--- config.mk ---
export PLATFORM = sky130hd
export DESIGN_NAME = uart_rx
export DESIGN_NICKNAME = d
export VERILOG_FILES = /design/src/rtl/uart_rx.sv
export SDC_FILE = /design/constraint.sdc
export NUM_CORES = 1
export LEC_CHECK = 0
export ABC_AREA = 1
export CAP_MARGIN = 20
export CORE_ASPECT_RATIO = 0.5
export CORE_UTILIZATION = 35
export DETAILED_ROUTE_END_ITERATION = 12
export PLACE_DENSITY_LB_ADDON = 0.2
export REMOVE_ABC_BUFFERS = 1
export SLEW_MARGIN = 30
export SYNTH_ARGS = -nofsm -noshare
export SYNTH_HDL_FRONTEND = slang
export SYNTH_SLANG_ARGS = --single-unit
--- constraint.sdc ---
create_clock -name clk -period 1.9 [get_ports clk]
set_input_delay 0.38 -clock clk [delete_from_list [all_inputs] [get_ports clk]]
set_output_delay 0.38 -clock clk [all_outputs]
set_load 0.01 [all_outputs]
--- src/rtl/uart_rx.sv ---
// rtl/uart_rx.sv - 16x oversampling UART receiver with parity and framing status
module uart_rx #(
    parameter int   DATA_WIDTH  = 8,
    parameter logic PARITY_EN   = 1'b1,
    parameter logic PARITY_TYPE = 1'b0
) (
    input  logic                  clk,
    input  logic                  rst_n,
    input  logic                  baud_en_16x,
    input  logic                  rx,
    output logic [DATA_WIDTH-1:0] rx_data,
    output logic                  rx_valid,
    output logic                  parity_err,
    output logic                  frame_err,
    output logic                  rx_busy
);

    localparam int BW = (DATA_WIDTH > 1) ? $clog2(DATA_WIDTH) : 1;

    typedef enum logic [2:0] {
        IDLE   = 3'd0,
        START  = 3'd1,
        DATA   = 3'd2,
        PARITY = 3'd3,
        STOP   = 3'd4
    } state_t;

    state_t                state;
    state_t                state_nxt;
    logic                  frame_done;
    logic                  rx_m;
    logic                  rx_s;
    logic                  armed;
    logic [3:0]            s_cnt;
    logic [BW-1:0]         bit_cnt;
    logic [1:0]            samp;
    logic                  maj;
    logic                  at_mid;
    logic                  at_end;
    logic                  last_bit;
    logic [DATA_WIDTH-1:0] shift_reg;
    logic                  par_bit;
    logic                  par_exp;

    // Majority vote of the captures at s_cnt 7 and 8 plus the live sample at 9
    assign maj      = (samp[0] & samp[1]) | (samp[0] & rx_s) | (samp[1] & rx_s);
    assign at_mid   = baud_en_16x && (s_cnt == 4'd9);
    assign at_end   = baud_en_16x && (s_cnt == 4'd15);
    assign last_bit = (bit_cnt == BW'(DATA_WIDTH - 1));
    assign par_exp  = (^shift_reg) ^ PARITY_TYPE;
    assign rx_busy  = (state != IDLE);

    // Two-flop synchronizer for the asynchronous serial line
    always_ff @(posedge clk or negedge rst_n) begin
        if (!rst_n) begin
            rx_m <= 1'b1;
            rx_s <= 1'b1;
        end else begin
            rx_m <= rx;
            rx_s <= rx_m;
        end
    end

    // State register
    always_ff @(posedge clk or negedge rst_n) begin
        if (!rst_n) begin
            state <= IDLE;
        end else begin
            state <= state_nxt;
        end
    end

    // Next-state logic; the frame ends at mid-stop so the next start edge is not missed
    always_comb begin
        state_nxt  = state;
        frame_done = 1'b0;
        case (state)
            IDLE: begin
                if (baud_en_16x && !rx_s && armed) begin
                    state_nxt = START;
                end
            end
            START: begin
                if (at_mid && maj) begin
                    state_nxt = IDLE;
                end else if (at_end) begin
                    state_nxt = DATA;
                end
            end
            DATA: begin
                if (at_end && last_bit) begin
                    state_nxt = PARITY_EN ? PARITY : STOP;
                end
            end
            PARITY: begin
                if (at_end) begin
                    state_nxt = STOP;
                end
            end
            STOP: begin
                if (at_mid) begin
                    state_nxt  = IDLE;
                    frame_done = 1'b1;
                end
            end
            default: state_nxt = IDLE;
        endcase
    end

    // Sample counter, captures, bit counter and data/parity shift storage
    always_ff @(posedge clk or negedge rst_n) begin
        if (!rst_n) begin
            s_cnt     <= '0;
            samp      <= '0;
            bit_cnt   <= '0;
            shift_reg <= '0;
            par_bit   <= 1'b0;
        end else if (baud_en_16x) begin
            s_cnt <= (state == IDLE) ? 4'd0 : s_cnt + 4'd1;
            if (s_cnt == 4'd7) begin
                samp[0] <= rx_s;
            end
            if (s_cnt == 4'd8) begin
                samp[1] <= rx_s;
            end
            if (state == START && s_cnt == 4'd15) begin
                bit_cnt <= '0;
            end
            if (state == DATA && s_cnt == 4'd15 && !last_bit) begin
                bit_cnt <= bit_cnt + 1'b1;
            end
            if (state == DATA && s_cnt == 4'd9) begin
                shift_reg[bit_cnt] <= maj;
            end
            if (state == PARITY && s_cnt == 4'd9) begin
                par_bit <= maj;
            end
        end
    end

    // Start qualifier: after a frame the line must be seen high before a new start
    always_ff @(posedge clk or negedge rst_n) begin
        if (!rst_n) begin
            armed <= 1'b0;
        end else if (rx_s) begin
            armed <= 1'b1;
        end else if (frame_done) begin
            armed <= 1'b0;
        end
    end

    // Frame result registers, updated only when a frame completes
    always_ff @(posedge clk or negedge rst_n) begin
        if (!rst_n) begin
            rx_valid   <= 1'b0;
            rx_data    <= '0;
            parity_err <= 1'b0;
            frame_err  <= 1'b0;
        end else begin
            rx_valid <= frame_done;
            if (frame_done) begin
                rx_data    <= shift_reg;
                parity_err <= PARITY_EN & (par_bit != par_exp);
                frame_err  <= ~maj;
            end
        end
    end

endmodule

Yosys cells after proc, flatten, opt, wreduce, memory -nomap -nowiden:

Index checks and enable logic that the tools add are counted.
Widths: inputs -> output; s select.

* add/subtract/negate cells: 2
* multiply operators: 0
* divide/modulo/power cells: 0
* magnitude comparators: 2
* equality and inequality tests: 15
* shift operators: 0
* mux-type cells: 17
* bitwise operators: 6
* reductions and logical operators: 25

Operator list (count)
* $mux 3: 8
* $pmux 3 s5: 1
* $eq 4x4->1 const B: 3
* $logic_and 1x1->1: 12
* $reduce_and 2->1: 5
* $bwmux 8: 1
* $ne 2x2->1 const B: 4
* $reduce_xor 8->1: 1
* $eq 3x2->1 const B: 2
* $eq 3x3->1 const B: 2
* $mux 1: 5
* $reduce_and 5->1: 1
* $add 4x1->4 const B: 1
* $eq 4x3->1 const B: 1
* $lt 3x4->1 const B: 1
* $mux 4: 1
* $reduce_bool 2->1: 2
* $add 3x1->3 const B: 1
* $and 1x1->1: 3
* $demux 1 s3: 1
* $eq 3x1->1 const B: 1
* $ge 3x1->1 const B: 1
* $logic_not 3->1: 1
* $ne 3x3->1 const B: 1
* 5 further kinds: 7

* flip-flop bits (word level): 35
* bits in latches: 0
* RAM bits: 0
* ROM bits: 0
* input bits: 4
* output and inout bits: 12
* word-level logic and storage cells: 81
* memories kept: 0

Depth between registers and ports, before layout:

Gate-level depths: netlist of run 1.

* word-level depth: 6
* depth in mapped cells: 11
* depth with buffers taken out: 11

Worst setup path before layout of run 1:

Ideal clock, no wire load.

* path kind: register to register
* from: reg s_cnt[1]
* to: reg state[1]
* setup time: 0.117 ns
* data arrival time: 1.278 ns
* required time: 1.783 ns
* path slack: 0.505 ns
* stages on the path, launching flop included: 12
* path buffers: 0
* period minus slack after synthesis: 1.395 ns
* cell sequence: dfrtp_1 inv_1 ha_1 nand3_1 nor2_2 nand2_1 nand2_1 nand2_1 nand2_2 nand2_1 nand2_1 nand2_1

* cells in the longest elaborated chain, start to end: 5
* elaborated cells on any way between the ends: 13
* classes of those cells: eq/ne: 6; mux: 2; reduce/logical: 5

RTL lines
* from (decl): RTL line 34 `logic [3:0] s_cnt;`
* from (signal assigned): RTL line 119 `s_cnt <= (state == IDLE) ? 4'd0 : s_cnt + 4'd1;`
* $eq 4x4->1, on equally long branches: RTL line 47, 48
* $logic_and 1x1->1, on equally long branches: RTL line 47, 48
* $logic_and 1x1->1, on equally long branches: RTL line 84, 91
* $ne 3x3->1 (no line), or another cell as far along
* $reduce_and 5->1 (no line) or $pmux 3 s5 (tied branches)
* to (signal assigned): RTL line 69 `state <= state_nxt;`
* to (decl): RTL line 28 `state_t state;`

Parallel ways exist; a longest one is shown, timed or not.
A chain may end at the register's enable or synchronous reset.

Worst setup path after layout of run 1:

* from: reg state[2]
* to: out rx_busy

* cells in the longest elaborated chain, start to end: 1

RTL lines
* $reduce_bool 3->1: RTL line 51 `assign rx_busy = (state != IDLE);`
* to (decl): RTL line 15 `output logic rx_busy`

Every way passes these cells.

==> flow_metrics.py, run 1 <==
metrics = {
    "sta": {
        "setup_tns_ps": 0,
        "timing.fmax_mhz": 578,
        "min_period_ps": 1730,
        "setup_viol": 0,
        "min_period_over_period_pct": 91.0,
        "rsz0062_at_grt": "no",
        "worst_slew_pin_slew_ps": 449,
        "hold_violations": 0,
        "slew_viol_final": 0,
        "max_slew_margin_pct": 70.1,
        "fin_ws_ps": 171,
        "finClkSkew_ps": 2.82,
    },
    "drt": {
        "dr.first_iter.drc_count": 19,
        "viasPerCell": 4.46,
        "totalWireLength_mm": 3.16,
        "first_pass_iters": 4,
        "ant_nets": 0,
        "wl_per_cell_microns": 10.1,
        "via_count": 1390,
        "drc": 0,
    },
    "clocking": {
        "ctsLongestPathBuffers": 2,
        "cts_setup_buffers": 0,
        "cts_tree": "yes",
        "cts-htree-levels": 2,
        "clockRootBuffer": "clkbuf_8",
        "numCtsBuffers": 5,
        "clk_pin_slew_ps": 70,
        "clk_latency_ps": 290,
        "cts.sinks": 35,
    },
    "job": {
        "cap_violations": 0,
    },
    "setup_path": {
        "critPathLaunchType": "register",
        "max_stage_delay_ps": 460,
        "path_cells": "nor2_4 > nand2_2 > dlygate4sd2_1",
        "endpoint_kind": "output pin",
        "cp_max_fo": 6,
        "crit_path_top_delay_cell": "dfrtp_2",
        "crit_required_ps": 1520,
        "critPathArrivalTime_ps": 1350,
        "crit_type": "register to output pin",
    },
    "floorplan": {
        "coreArea_sq_mm": 0.00495,
        "die_area_sq_mm": 0.00552,
        "die_w_microns": 104,
        "num_io_pins": 16,
        "start_util_pct": 36.8,
        "die_h_microns": 53.0,
        "placementRows": 18,
    },
    "global_routing": {
        "overflow": 0,
        "grt_max_degree": 36,
        "grt_pass1_wl_mm": 5.75,
        "grt_antenna_before_repair": 0,
        "grt_use_total_pct": 13.6,
        "grt_pass1_vias": 1315,
    },
    "placed_design": {
        "dpl.hpwl_mm": 2.36,
        "gp_congestion": 0.753,
        "portBuffers": 15,
        "dp_slack_ps": 47.9,
        "dp.cells": 304,
    },
    "status": {
        "status": "finished, final reports clean",
    },
    "pwr": {
        "power.density_mw_per_mm2": 1080,
        "peakVddDrop_mv": 0.373,
        "p_leak_uw": 0.00104,
        "total_power_uw": 2320,
    },
    "yosys": {
        "synth_area_sq_mm": 0.00182,
        "synth-seq-area-share_pct": 48.2,
        "yosys_warnings": 0,
        "synthTopCellsByArea": "dfrtp_1 (45%), nand2_1 (15%), inv_1 (4.7%)",
        "synth.largest_area_cell": "dfrtp_1",
        "synth_cell_types": 25,
        "syn_area_per_cell_sq_um": 8.32,
        "syn_inst": 219,
        "ys_seq_elements": 35,
        "yosys.area.top_type_share_pct": 45.3,
    },
    "layout": {
        "fin_util_pct": 43.2,
        "fin_nets": 250,
        "diodes": 0,
        "layout-drive-gt1-share_pct": 17.8,
        "layout.cells.non_filler": 312,
        "area_delta_synth_final_pct": 17.6,
    },
    "worst_hold_path": {
        "hold_class": "register to register",
    },
}
## layout by cell type, fill, tap and decap left out, drive strengths merged
| cell type | Yosys | layout |
|---|---|---|
| nand2 | 82 | 82 |
| dfrtp | 33 | 33 |
| inv | 29 | 29 |
| o21ai | 23 | 23 |
| nand3 | 17 | 17 |
| clkdlybuf4s50 | 0 | 14 |
| nor2 | 14 | 14 |
| ha | 5 | 5 |
| clkbuf | 0 | 5 |
| a21oi | 4 | 4 |
| nor3 | 4 | 4 |
| clkinvlp | 0 | 2 |
| buf | 2 | 2 |
| dfstp | 2 | 2 |
| nand4 | 1 | 1 |
| o22ai | 1 | 1 |
| a31oi | 1 | 1 |
| xor2 | 1 | 1 |
| clkinv | 0 | 1 |
| dlygate4sd2 | 0 | 1 |
## layout make-up
| type | instances | area, sq um |
|---|---|---|
| Tap cell | 70 | 87.6 |
| Sequential cell | 35 | 881 |
| Clock buffer | 5 | 68.8 |
| Timing Repair Buffer | 17 | 164 |
| Fill cell | 504 | 2810 |
| Inverter | 29 | 111 |
| Clock inverter | 3 | 20.0 |
| Multi-Input combinational cell | 153 | 810 |
## synth_stat cells
| cell type | count |
|---|---|
| o21ai_1 | 9 |
| nand4_1 | 1 |
| nor2_4 | 4 |
| nor2_1 | 6 |
| o21ai_2 | 6 |
| a21oi_1 | 4 |
| dfrtp_1 | 33 |
| xor2_1 | 1 |
| nor3_1 | 2 |
| dfstp_2 | 2 |
| ha_1 | 5 |
| nor3_2 | 2 |
| inv_4 | 1 |
| nor2_2 | 3 |
| inv_2 | 5 |
| inv_1 | 23 |
| o21ai_0 | 8 |
| o22ai_1 | 1 |
| buf_6 | 2 |
| nand2_1 | 75 |
| nand2_2 | 4 |
| a31oi_1 | 1 |
| nand3_1 | 17 |
| nor2_8 | 1 |
| nand2_4 | 3 |
## kinds of logic (layout without fill, tap and decap cells)
| kind of cell | Yosys count | after routing | share of synthesized area (%) |
|---|---|---|---|
| compound gates | 29 | 29 | 9.34 |
| xor+xnor | 1 | 1 | 0.481 |
| buf+inv | 31 | 54 | 7.35 |
| simple gates | 118 | 118 | 31.2 |
| flops | 35 | 35 | 48.2 |
| fa+ha+maj | 5 | 5 | 3.43 |
## per-layer routing
| metal | part of all wire (%) | wire [microns] | track usage, % | vias up |
|---|---|---|---|---|
| met2 | 45 | 1420 | 23.3 | 16 |
| met1 | 50 | 1590 | 16.5 | 634 |
| li1 | - | - | - | 735 |
| met5 | 0 | 0 | 0 | - |
| met4 | 1.6 | 51 | 5.71 | 0 |
| met3 | 3.4 | 106 | 3.94 | 5 |
## report_power, final
group,internal (uW),leakage (uW),switching (uW)
sequential,875,0.000449,162
combinational,259,0.000554,477
clock,255,0.0000402,287
## per-stage QoR
stage          cell area [sq um]  hold slack [ps]
2_1_floorplan               1800             84.4
3_3_place_gp                2050              346
3_5_place_dp                2050              349
4_1_cts                     2140              361
5_1_grt                     2140              372
6_report                    2140              359
## critical path, delay by kind of cell, from the launching register on
kind | cells | cell delay (ps)
AND/OR/NAND/NOR | 2 | 290
flip-flops | 1 | 460
buffers and inverters | 1 | 310
## path summary, 6_finish.rpt
check	slack, ps	endpoint	start	depth (start not counted)
max reg2reg	320	parity_err	s_cnt[1]	8
min reg2reg	360	rx_s	rx_m	0
max in group asynchronous	1050	rx_m	rst_n	2
min	360	rx_s	rx_m	0
min in group asynchronous	490	rx_data[5]	rst_n	2
max	170	rx_busy	state[2]	3
## repair_timing
action | 4_1_cts | 5_1_grt
gates resized for setup | 3 | 0
hold buffers | 0 | 0
endpoints found under the setup margin | 1 | 0
hold endpoints to repair | 0 | 0
Power figures use the tool's default switching activity.
==> run 2: changes to the inputs <==
--- a/config.mk
+++ b/config.mk
@@ -9,6 +9,7 @@
 export CAP_MARGIN = 20
 export CORE_ASPECT_RATIO = 0.5
 export CORE_UTILIZATION = 35
+export CTS_BUF_LIST = sky130_fd_sc_hd__clkbuf_16
 export DETAILED_ROUTE_END_ITERATION = 12
 export PLACE_DENSITY_LB_ADDON = 0.2
 export REMOVE_ABC_BUFFERS = 1
==> constraint.sdc (replaced) <==
create_clock -name clk -period 1.7 [get_ports clk]
set_input_delay 0.34 -clock clk [delete_from_list [all_inputs] [get_ports clk]]
set_output_delay 0.34 -clock clk [all_outputs]
set_load 0.01 [all_outputs]
==> flow_metrics.py, run 2 (synthesis gave the netlist of run 1 again) <==
metrics = {
    "sta": {
        "finClkSkew_ps": 5.13,
        "slew_viol_final": 0,
        "fin_ws_ps": 94.7,
        "setup_viol": 0,
        "timing.fmax_mhz": 623,
        "min_period_ps": 1610,
        "max_slew_margin_pct": 80.1,
        "rsz0062_at_grt": "no",
        "worst_slew_pin_slew_ps": 295,
        "hold_slack_ps": 355,
        "min_period_over_period_pct": 94.4,
        "hold_violations": 0,
    },
    "clocking": {
        "clk_latency_ps": 280,
        "cts.sinks": 35,
        "cts-htree-levels": 2,
        "cts_tree": "yes",
        "clockRootBuffer": "clkbuf_16",
        "ctsLongestPathBuffers": 2,
        "clk_pin_slew_ps": 60,
        "numCtsBuffers": 5,
    },
    "setup_path": {
        "crit_required_ps": 1360,
        "crit_type": "register to output pin",
        "worst-path-buf-inv": 1,
        "crit_path_top_delay_cell": "dfrtp_2",
        "critPathArrivalTime_ps": 1270,
        "max_stage_delay_ps": 450,
        "cp_max_fo": 4,
        "path_cells": "nor2_4 > nand2_2 > dlygate4sd2_1",
        "cpLargestDelayFamily": "flip-flops",
        "critPathLaunchType": "register",
        "endpoint_kind": "output pin",
    },
    "status": {
        "status": "finished, final reports clean",
    },
    "layout": {
        "final_common_cell": "nand2_1",
        "most-common-layout-cells": "nand2_1 (75), dfrtp_1 (32), inv_1 (24)",
        "diodes": 0,
        "layout-drive-gt1-share_pct": 18.2,
        "final_cell_area_sq_mm": 0.00226,
        "fin_nets": 255,
        "area_delta_synth_final_pct": 23.8,
        "layout.cells.non_filler": 317,
    },
    "worst_hold_path": {
        "hold_class": "register to register",
    },
    "pwr": {
        "peakVddDrop_mv": 0.476,
        "power.density_mw_per_mm2": 1300,
        "p_leak_uw": 0.00111,
    },
    "placed_design": {
        "dpl.hpwl_mm": 2.48,
        "portBuffers": 15,
        "dp.cells": 309,
        "dpl-instance-area_sq_mm": 0.00211,
        "dp_slack_ps": -108,
        "gp_congestion": 0.774,
    },
    "floorplan": {
        "die_h_microns": 53.0,
        "start_util_pct": 36.8,
        "num_io_pins": 16,
        "die_w_microns": 104,
        "placementRows": 18,
        "die_area_sq_mm": 0.00552,
        "coreArea_sq_mm": 0.00495,
    },
    "drt": {
        "wl_per_cell_microns": 10.6,
        "viasPerCell": 4.43,
        "first_pass_iters": 6,
        "ant_nets": 0,
        "drc": 0,
        "totalWireLength_mm": 3.36,
        "via_count": 1405,
        "dr.first_iter.drc_count": 34,
    },
    "global_routing": {
        "met1_usage_pct": 17.4,
        "grt_use_total_pct": 13.9,
        "use_met3_pct": 4.19,
        "grt_pass1_wl_mm": 5.82,
        "grt_max_degree": 36,
        "grt_pass1_vias": 1303,
        "met2_usage_pct": 22.9,
        "overflow": 0,
        "grt_busiest_layer": "met2",
        "grt_antenna_before_repair": 0,
    },
    "job": {
        "cap_violations": 0,
    },
}
[run 2: cell count changes in the layout (fill, tap and decap cells not counted)]
cell / before / now
clkinv_1: 0 / 1
clkbuf_8: 5 / 0
clkinv_2: 1 / 0
clkinvlp_4: 2 / 0
dfrtp_2: 2 / 1
buf_4: 2 / 5
dfrtp_1: 31 / 32
inv_1: 23 / 24
clkbuf_16: 0 / 5
clkinv_4: 0 / 1
buf_12: 0 / 2
[run 2: area by class of cell]
cell class	instances	area [sq um]
fillers	501	2700
flip-flops and latches	35	880
multi-input cells	153	810
repair buffers	22	226
clock buffers	5	125
inverters	29	111
well taps	70	87.6
clock inverters	3	16.3
[run 2: power by group]
group          leakage (uW)  total [uW]  internal, uW  switching, uW
sequential         0.000450        1140           978            166
combinational      0.000589         909           335            574
clock             0.0000726         892           535            357
[run 2: layer usage]
metal  vias up  share of wire [%]  wire length, microns
met2        15                 43                  1440
met1       638                 52                  1760
met5         -                  0                     0
met4         0               0.95                    32
li1        749                  -                     -
met3         3                3.7                   124
[run 2: what timing repair did]
item / 4_1_cts / 5_1_grt
endpoints found under the hold margin: 0 / 0
endpoints found under the setup margin: 1 / 0
hold buffers: 0 / 0
resized for setup: 2 / 0
buffers inserted: 0 / 0
[run 2: path summary, 6_finish.rpt]
check,from,endpoint,slack (ps),cells after the start
max,state[2],rx_busy,90,3
min,rx_m,rx_s,360,0
max reg2reg,s_cnt[1],state[1],150,11
min reg2reg,rx_m,rx_s,360,0
max in group asynchronous,rst_n,rx_s,1020,2
min in group asynchronous,rst_n,rx_data[4],420,2
[run 2: stage by stage]
stage	TNS (ps)	total power [uW]	utilization [%]
after floorplan	0	1780	-
after global placement	-321	2050	42.7
after detailed placement	-581	2080	42.7
after CTS	0	2980	45.5
after global routing	0	3150	45.5
final	0	2940	45.5
==> edit (flow settings as in run 2) <==
The parameter `DATA_WIDTH` goes from 8 to 16.
--- a/src/rtl/uart_rx.sv
+++ b/src/rtl/uart_rx.sv
@@ -1,6 +1,6 @@
 // rtl/uart_rx.sv - 16x oversampling UART receiver with parity and framing status
 module uart_rx #(
-    parameter int   DATA_WIDTH  = 8,
+    parameter int   DATA_WIDTH  = 16,
     parameter logic PARITY_EN   = 1'b1,
     parameter logic PARITY_TYPE = 1'b0
 ) (
Interface: changed (resized rx_data); port bits go from 16 to 24. The function was not compared with the original's and may differ.
==> edit against run 2 <==
  * Fmax grew 4.3%
  * Sequential cell count rose by 17
  * Design area grew 51%
  * Utilization up 0.11 points
  * Clock skew grew 0.0027 ns
  * Clock power grew 28%
  * First-iteration DRC count rose to 3.8 times the old value
  * Synthesized area is 52% higher
  * Synthesized cell count grew 60%
  * Routed wire length is 81% higher
  * Count of clock-buffer cells in the layout is the same
  * Worst setup slack gained 0.065 ns
  * Non-clock buffer count up 19
  * Power is 26% higher
==> edit: results (changes against run 2) <==
ys flop type=dfrtp_1; first-pass GRT wire length=10700 um (+84%); H-tree depth reported by CTS=2 (unchanged); average via count per standard cell=4.75 (+7.3%); number of clock buffers inserted by TritonCTS=5 (unchanged); number of standard cells in the layout, taps in and fillers out=501 (+58%); number of violations reported at the end of detailed-routing iteration 0=128 (+280%); class of the tightest hold or removal check=input pin to async pin; number of fill cells in the layout=749 (+50%); worst endpoint data arrival time=1.20 ns (-0.07 ns); switching share of power=34.5% (-2.8 points); count of mapped cells out of synthesis=350 (+60%); share of the yosys chip area belonging to registers=47.0% (-1.2 points); run status=finished clean; met1 capacity usage during global routing=20.2% (+2.8 points); share of post-route cells with drive strength above 1=12.5% (-5.8 points); antenna violations before repair=0 (unchanged); slowest stage delay, CP=0.39 ns (-0.06 ns); fraction of met2 tracks used by global routing=28.7% (+5.8 points); final net count=403 (+58%); number of library cell types mapped by synthesis=33 (+32%); maximum clock path buffer count=2 (unchanged); share of synthesized registers carrying an async set or reset=100% (unchanged); count of hold-fix buffers inserted at cts=0 (unchanged); Slew HR=75.0% (-5.1 points); Final HPWL DP=4470 um (+80%); pre-CTS setup slack=-0.136 ns (-0.0287 ns); clock slew at reported path FFs=~0.070 ns; Cell Count Post-Placement=492 (+59%); maximum fanout encountered on the critical timing path=4 (unchanged); Synth top cells by count=nand2_1, dfrtp_1, inv_1; cell types with the largest area share after synthesis=dfrtp_1, nand2_1, inv_1; drt wl/cell=12.1 um (+14%); Port Buf Inserts=23 (+8); global routing usage summed across all routing layers=16.6% (+2.7 points); worst skew pair latency=0.30 ns (+0.02 ns); Synthesis Warnings=0 (unchanged); Leakage=1.64 nW (+48%); count of inserted antenna diode cells=0 (unchanged); skew final=0.00788 ns (+0.00275 ns); largest net degree at the start of global routing=53 (+47%); met3 track utilization from global routing=4.29% (+0.11 points); TritonRoute pass-1 iters=4 (-2); area after detailed placement=0.00324 mm2 (+53%); GPL Wtd Cong=0.803 (+3.7%); slowest library cell on the worst path=dfrtp_1; peak ir drop on the vdd network=623 uV (+31%); vias in the first global route=2379 (+83%); CTS root buffer=clkbuf_16
-- edit: what timing repair did --
action / in CTS / in global routing
setup endpoints to repair: 1 / 2
pin swaps: 0 / 1
resized for setup: 2 / 5
buffers inserted: 1 / 0
-- edit: kinds of logic after synthesis --
family | count (synthesis) | share of synthesized area, %
and+or+nand+nor | 173 | 28.1
AOI/OAI and AO/OA | 62 | 12.8
buffers and inverters | 54 | 8.22
DFF | 52 | 47.0
adders and majority gates | 7 | 3.16
xor gates and xnor gates | 2 | 0.632
-- edit: final timing paths --
check / from / endpoint / slack, ns / cells after the start
max in group asynchronous: rst_n / rx_m / 1.40 / 2
min in group clk: rx_m / rx_s / 0.36 / 0
worst min-delay path: rst_n / s_cnt[3] / 0.01 / 2
worst max register to register: s_cnt[1] / state[1] / 0.16 / 11
worst max-delay path: state[2] / rx_busy / 0.16 / 5
worst min register to register: rx_m / rx_s / 0.36 / 0
-- edit: worst max-delay path: cells and delay by family (launching register included) --
kind                   cells  cell delay [ns]
flip-flops                 1             0.39
buffers and inverters      3             0.28
AND/OR/NAND/NOR            2             0.24
-- edit: cell type report --
class                      count  area (um2)  area share [%]
clock buffer                   5         125            3.66
clock inverter                 3        38.8            1.14
inverter                      48         180            5.27
multi-input combinational    244        1250            36.7
sequential                    52        1300            38.2
tap                          108         135            3.95
timing repair buffer          41         380            11.1
-- edit: power by group through the flow --
stage | clock (mW) | sequential (mW) | combinational (mW)
6_report | 1.14 | 1.52 | 1.06
4_1_cts | 1.17 | 1.51 | 1.06
5_1_grt | 1.22 | 1.54 | 1.21
2_1_floorplan | 0 | 1.52 | 0.712
3_3_place_gp | 0 | 1.53 | 1.02
3_5_place_dp | 0 | 1.53 | 1.06
-- edit: per-layer routing --
metal / wire length [um] / vias up / share of wire [%]
met1: 2860 / 1120 / 47
li1: - / 1211 / -
met4: 78 / 0 / 1.3
met2: 2890 / 41 / 48
met5: 0 / - / 0
met3: 235 / 10 / 3.9
